**config.mk**
```make
export PLATFORM = sky130hd
export DESIGN_NAME = vga_capture
export DESIGN_NICKNAME = d
export VERILOG_FILES = /design/src/rtl/vga_capture.sv
export SDC_FILE = /design/constraint.sdc
export NUM_CORES = 1
export LEC_CHECK = 0
export CAP_MARGIN = 20
export CORE_ASPECT_RATIO = 1.1
export CORE_UTILIZATION = 35
export CTS_BUF_LIST = sky130_fd_sc_hd__clkbuf_4 sky130_fd_sc_hd__clkbuf_8
export DETAILED_ROUTE_END_ITERATION = 16
export GPL_TIMING_DRIVEN = 0
export PLACE_DENSITY = 0.66
export SETUP_SLACK_MARGIN = 0.02
export SLEW_MARGIN = 0
export SYNTH_ARGS = -nofsm -noshare
export SYNTH_HDL_FRONTEND = slang
export SYNTH_SLANG_ARGS = --single-unit
```
**constraint.sdc**
```tcl
create_clock -name clk -period 5.55 [get_ports clk]
set_clock_uncertainty 0.15 [all_clocks]
set_input_delay 0.555 -clock clk [delete_from_list [all_inputs] [get_ports clk]]
set_output_delay 0.555 -clock clk [all_outputs]
set_load 0.01 [all_outputs]
```
**src/rtl/vga_capture.sv**
```systemverilog
// vga_capture - recovers pixel coordinates and colour from a VGA-style
// hsync/vsync/rgb stream sampled on a pixel strobe, and locks onto the
// incoming timing once two consecutive frames look consistent.
//
// Ports:
//   clk, reset        system clock, synchronous active-high reset
//   p_tick            one-clk pixel strobe; inputs are sampled only here
//   hsync, vsync      active-low sync inputs
//   rgb[11:0]         pixel colour
//   pix_x, pix_y      recovered column/row of the captured pixel
//   pix_rgb           captured colour
//   pix_valid         one-clk pulse: pix_x/pix_y/pix_rgb hold an active pixel
//   frame_start       one-clk pulse on a clean vsync rise while locked
//   locked            high while in the LOCKED state
//   timing_err        one-clk pulse on a line or frame length violation
//   frame_sum[15:0]   (VGA_CAPTURE_CRC_EN only) mod-2^16 sum of the
//                     previous locked frame's captured pixel colours
//
// Optional feature macro: VGA_CAPTURE_CRC_EN
module vga_capture #(
  parameter int H_BP    = 48,
  parameter int H_ACT   = 640,
  parameter int H_TOTAL = 800,
  parameter int V_BP    = 33,
  parameter int V_ACT   = 480,
  parameter int V_TOTAL = 525
) (
  input  logic        clk,
  input  logic        reset,
  input  logic        p_tick,
  input  logic        hsync,
  input  logic        vsync,
  input  logic [11:0] rgb,
  output logic [9:0]  pix_x,
  output logic [9:0]  pix_y,
  output logic [11:0] pix_rgb,
  output logic        pix_valid,
  output logic        frame_start,
  output logic        locked,
`ifdef VGA_CAPTURE_CRC_EN
  output logic [15:0] frame_sum,
`endif
  output logic        timing_err
);

  localparam logic [9:0] H_LO   = 10'(H_BP);
  localparam logic [9:0] H_HI   = 10'(H_BP + H_ACT - 1);
  localparam logic [9:0] V_LO   = 10'(V_BP);
  localparam logic [9:0] V_HI   = 10'(V_BP + V_ACT - 1);
  localparam logic [9:0] H_LAST = 10'(H_TOTAL - 1);
  localparam logic [9:0] V_FULL = 10'(V_TOTAL);
  localparam logic [9:0] C_MAX  = '1;

  typedef enum logic [1:0] {SEARCH, TRAIN, LOCKED} state_t;

  state_t     state, state_nx;
  logic       prev_hs, prev_vs;
  logic [9:0] hcnt, vcnt, hcnt_nx, vcnt_nx;
  logic       h_rise, v_rise, line_err, frame_err, err;
  logic       active, valid_nx, fs_nx;

  assign locked = (state == LOCKED);

  always_comb begin
    h_rise = ~prev_hs & hsync;
    v_rise = ~prev_vs & vsync;

    if (h_rise)               hcnt_nx = '0;
    else if (hcnt == C_MAX)   hcnt_nx = hcnt;
    else                      hcnt_nx = hcnt + 10'd1;

    // vsync rise wins over a coincident hsync rise
    if (v_rise)                        vcnt_nx = '0;
    else if (h_rise && vcnt != C_MAX)  vcnt_nx = vcnt + 10'd1;
    else                               vcnt_nx = vcnt;

    // Length checks look at the count reached just before the reload.
    line_err  = (state != SEARCH) & h_rise & (hcnt != H_LAST);
    frame_err = (state != SEARCH) & v_rise & (vcnt != V_FULL);
    err       = p_tick & (line_err | frame_err);

    // The current sample's coordinates are the post-update counts.
    active   = (hcnt_nx >= H_LO) && (hcnt_nx <= H_HI) &&
               (vcnt_nx >= V_LO) && (vcnt_nx <= V_HI);
    valid_nx = p_tick & (state == LOCKED) & active;
    fs_nx    = p_tick & (state == LOCKED) & v_rise & ~frame_err & ~line_err;

    state_nx = state;
    if (p_tick) begin
      unique case (state)
        SEARCH: if (v_rise) state_nx = TRAIN;
        TRAIN: begin
          if (err)         state_nx = SEARCH;
          else if (v_rise) state_nx = LOCKED;
        end
        LOCKED: if (err)   state_nx = SEARCH;
        default:           state_nx = SEARCH;
      endcase
    end
  end

  always_ff @(posedge clk) begin
    if (reset) begin
      state       <= SEARCH;
      prev_hs     <= 1'b1;
      prev_vs     <= 1'b1;
      hcnt        <= '0;
      vcnt        <= '0;
      pix_x       <= '0;
      pix_y       <= '0;
      pix_rgb     <= '0;
      pix_valid   <= 1'b0;
      frame_start <= 1'b0;
      timing_err  <= 1'b0;
    end else begin
      state       <= state_nx;
      pix_valid   <= valid_nx;
      frame_start <= fs_nx;
      timing_err  <= err;
      if (p_tick) begin
        prev_hs <= hsync;
        prev_vs <= vsync;
        hcnt    <= hcnt_nx;
        vcnt    <= vcnt_nx;
      end
      if (valid_nx) begin
        pix_x   <= hcnt_nx - H_LO;
        pix_y   <= vcnt_nx - V_LO;
        pix_rgb <= rgb;
      end
    end
  end

`ifdef VGA_CAPTURE_CRC_EN
  logic [15:0] acc;

  // Accumulator only holds data while locked, so the first locked frame
  // starts from zero.
  always_ff @(posedge clk) begin
    if (reset) begin
      acc       <= '0;
      frame_sum <= '0;
    end else if (fs_nx) begin
      frame_sum <= acc;
      acc       <= '0;
    end else if (state != LOCKED) begin
      acc <= '0;
    end else if (valid_nx) begin
      acc <= acc + {4'h0, rgb};
    end
  end
`endif

endmodule
```
==> flow_summary.rst <==
.. list-table::
   :header-rows: 1

   * - Metric
     - Value
   * - Outcome
     - complete, no violations
   * - EDFF count, synth
     - 0
   * - Post-CTS Setup Bufs
     - 0
   * - Congestion Overflow GR
     - 0
   * - Complex-gate fraction of the synthesized area
     - 0.262
   * - GRT Overall Usage
     - 0.207
   * - Die area
     - 10700 um^2
   * - Fraction of power consumed by the clock network
     - 0.419
   * - Count of state elements after synthesis
     - 59
   * - P_sw
     - 0.000226 W
   * - Clock buffer depth
     - 2
   * - ANT nets after route
     - 0
   * - Most used DFF post-synth
     - sky130_fd_sc_hd__dfxtp_1
   * - Net switching share of the total power
     - 0.265
   * - Clock transition at the register clock pins on the worst setup and hold paths after CTS
     - 80 ps
   * - Fin crit period
     - 4530 ps
   * - Critical-path top delay cell
     - sky130_fd_sc_hd__a211oi_1
   * - Pin count of the biggest net entering global routing
     - 12
   * - Total clock buffers created by CTS
     - 9
   * - Setup slack on the worst flop-to-flop path
     - 1020 ps
   * - Power share of the sequential group
     - 0.504
   * - Drt pass-1 iters
     - 4
   * - Synth Net Count
     - 446
   * - Synthesized instance count
     - 421
   * - Clk sinks
     - 59
   * - Type of the most critical hold path
     - register to register
   * - Ys async rst share
     - 0
   * - Crit path launch type
     - register
   * - Number of nets at the end of the flow
     - 509
   * - Sequential fraction of the synthesis area
     - 0.329
   * - Summed negative setup slack over all endpoints
     - 0 ps
   * - Core area
     - 9940 um^2
   * - Synth Area in Simple Gates
     - 0.213
   * - Average instance area after synthesis
     - 8.54 um^2
   * - Starting Density
     - 0.362
   * - Netlist Area Pre-Place
     - 3590 um^2
   * - Area of placed instances
     - 4260 um^2
   * - Routed wire length per instance
     - 17.7 um
   * - Maximum single-stage delay on the critical path
     - 770 ps
   * - Internal
     - 0.000627 W
   * - Via count of the first global-routing pass
     - 3389
   * - Clock root cell
     - sky130_fd_sc_hd__clkbuf_8
   * - Die width
     - 98.6 um
   * - Chip Height
     - 108 um
   * - Final count of pins violating max slew
     - 0
   * - Slew @ Worst Pin
     - 877 ps
   * - Hpwl dp
     - 7.92 mm
   * - Count of inserted antenna diode cells
     - 0
   * - Hold-fix buffers, CTS
     - 0
   * - Unrepaired setup endpoints after global routing
     - false
   * - Fin crit share
     - 0.816
   * - Synthesized-area fraction occupied by adder cells
     - 0.0279
   * - Number of max-capacitance violations reported
     - 0
   * - Overall routed net length
     - 10.8 mm
   * - TritonCTS clock tree
     - yes
   * - Total via count after detailed routing
     - 3592
   * - Port bufs
     - 52
   * - Source-to-sink clock delay at the later pin of the worst-skew pair
     - 340 ps
   * - Leading area contributor after synthesis
     - sky130_fd_sc_hd__dfxtp_1
   * - Tightest slew margin relative to the limit
     - 0.414
   * - Crit Path Class
     - register to register
   * - Peak clock frequency supported by timing
     - 0.221 GHz
   * - Gpl congestion
     - 0.904
   * - Post-synthesis xor/xnor area fraction
     - 0.0292
   * - Wire length of the first global-routing pass
     - 17.5 mm
   * - Portion of synthesized cell area occupied by the leading cell type
     - 0.329
   * - Worst Path Arrival
     - 4640 ps
   * - Unique masters post-synth
     - 60
   * - Final hold slack
     - 324 ps
   * - Final hold violation count
     - 0
   * - H-tree level count
     - 3
   * - Number of rows created at floorplan
     - 38
   * - Maximum fanout encountered on the critical timing path
     - 10
   * - Area contributors post-synth
     - sky130_fd_sc_hd__dfxtp_1, sky130_fd_sc_hd__mux2i_1, sky130_fd_sc_hd__nand4_1
   * - Synth top cells by count
     - sky130_fd_sc_hd__dfxtp_1, sky130_fd_sc_hd__a21oi_1, sky130_fd_sc_hd__nor2_1
   * - Count of boundary I/O pins
     - 53
   * - Top-count cell post-synth
     - sky130_fd_sc_hd__dfxtp_1
   * - Mux cell area share after synthesis
     - 0.0700
   * - Kind of end point of the critical path
     - register
   * - Number of resized instances in the post-cts repair step
     - 0
   * - Dominant combinational cell family by area after synthesis
     - compound AO/OA/AOI/OAI gates
   * - Antenna violations before repair
     - 0
   * - Series of cell instances along the critical path
     - ha_1 > and4_1 > buf_2 > nand3_1 > a211oi_1 > ha_1 > a221oi_1 > a311oi_1 > clkbuf_1 > clkbuf_1 > nand4_1 > a21oi_1
   * - Final setup fails
     - 0
   * - Leak
     - 1.56 nW
   * - Gate power share
     - 0.077
   * - Violation count after the first detailed-route iteration
     - 206
   * - Number of warnings reported in the yosys synthesis log
     - 0
   * - Worst Path Required
     - 5670 ps
   * - Power per cell area
     - 192 nW/um^2
   * - Fraction of final layout cells sized beyond drive strength 1
     - 0.108
   * - Area growth syn-to-layout
     - 23.6%
   * - Worst ir drop on vdd
     - 0.000113 V
   * - Vias per inst
     - 5.90
   * - Design Area, Final
     - 4440 um^2
   * - Number of remaining DRC errors
     - 0
[critical path, delay by kind of cell, from the launching register on]
| family | cells | cell delay [ps] |
|---|---|---|
| adders and majority gates | 2 | 680 |
| buffers and inverters | 3 | 1040 |
| DFF | 1 | 470 |
| and+or+nand+nor | 3 | 650 |
| AOI/OAI and AO/OA | 4 | 1450 |
[final cells by class]
type,count,area (um^2)
Inverter,10,37.5
Tap cell,120,150
Sequential cell,59,1180
Clock buffer,10,138
Buffer,39,210
Fill cell,994,5490
Multi-Input combinational cell,313,2160
Clock inverter,6,41.3
Timing Repair Buffer,52,520
[routing by layer]
metal	GRT usage	up-vias	share of wire
li1	-	1742	-
met1	0.280	1724	0.48
met2	0.341	115	0.46
met3	0.0407	11	0.047
met4	0.0469	0	0.012
met5	0	-	0
[cell usage in the layout (no fill, tap or decap), drive strengths merged, types with 3 or more instances in the layout]
master         synthesis  final
nor3                  10     10
xor2                   4      4
clkinvlp               0      3
dfxtp                 59     59
o21ai                 14     14
inv                   10     10
clkbuf                16     26
a21oi                 31     31
and3                   7      7
nand3b                 3      3
or3                    3      3
ha                     8      8
nand3                 13     13
o31ai                 23     23
nand2b                 8      8
a311oi                 6      6
a211oi                15     15
nor2                  29     29
clkinv                 0      3
a31oi                 16     16
and4                   6      6
clkdlybuf4s50          0     52
xnor2                  8      8
nor2b                  4      4
nand2                 17     17
buf                   23     23
nand4                 27     27
mux2i                 24     24
[power by group through the flow]
stage,clock network (W),logic (W),registers [W]
after floorplan,0,0.0000382,0.000439
final,0.000357,0.0000654,0.000430
after global routing,0.000385,0.0000713,0.000430
after CTS,0.000360,0.0000648,0.000430
after detailed placement,0,0.0000643,0.000439
after global placement,0,0.0000639,0.000439
[sequential cells by signal, summed over array words and instances, names as in the netlist]
register	cells
pix_rgb	12
hcnt	10
pix_x	10
pix_y	10
vcnt	10
state	2
frame_start	1
pix_valid	1
prev_hs	1
prev_vs	1
timing_err	1
[stage by stage]
step | total power [W] | instances | utilization | worst slack [ps]
after CTS | 0.000855 | 609 | 0.447 | 1120
final | 0.000852 | 609 | 0.447 | 1020
after global placement | 0.000503 | 593 | 0.429 | 1180
after floorplan | 0.000477 | 421 | - | 2220
after global routing | 0.000886 | 609 | 0.447 | 700
after detailed placement | 0.000504 | 593 | 0.429 | 1110
[logic make-up (layout without fill, tap and decap cells)]
kind of cell,Yosys count,in the layout
multiplexers,25,25
AO/OA/AOI/OAI,130,130
AND/OR/NAND/NOR,138,138
XOR/XNOR,12,12
adder cells (fa/ha/maj),8,8
buffers and inverters,49,117
flip-flops,59,59
[final timing paths]
check,startpoint,to,cells past startpoint
worst max-delay path,hcnt[1],pix_rgb[5],12
worst min-delay path,pix_rgb[6],pix_rgb[6],2
worst max register to register,hcnt[1],pix_rgb[5],12
worst min register to register,pix_rgb[6],pix_rgb[6],2
(Power assumes the default switching activity.)
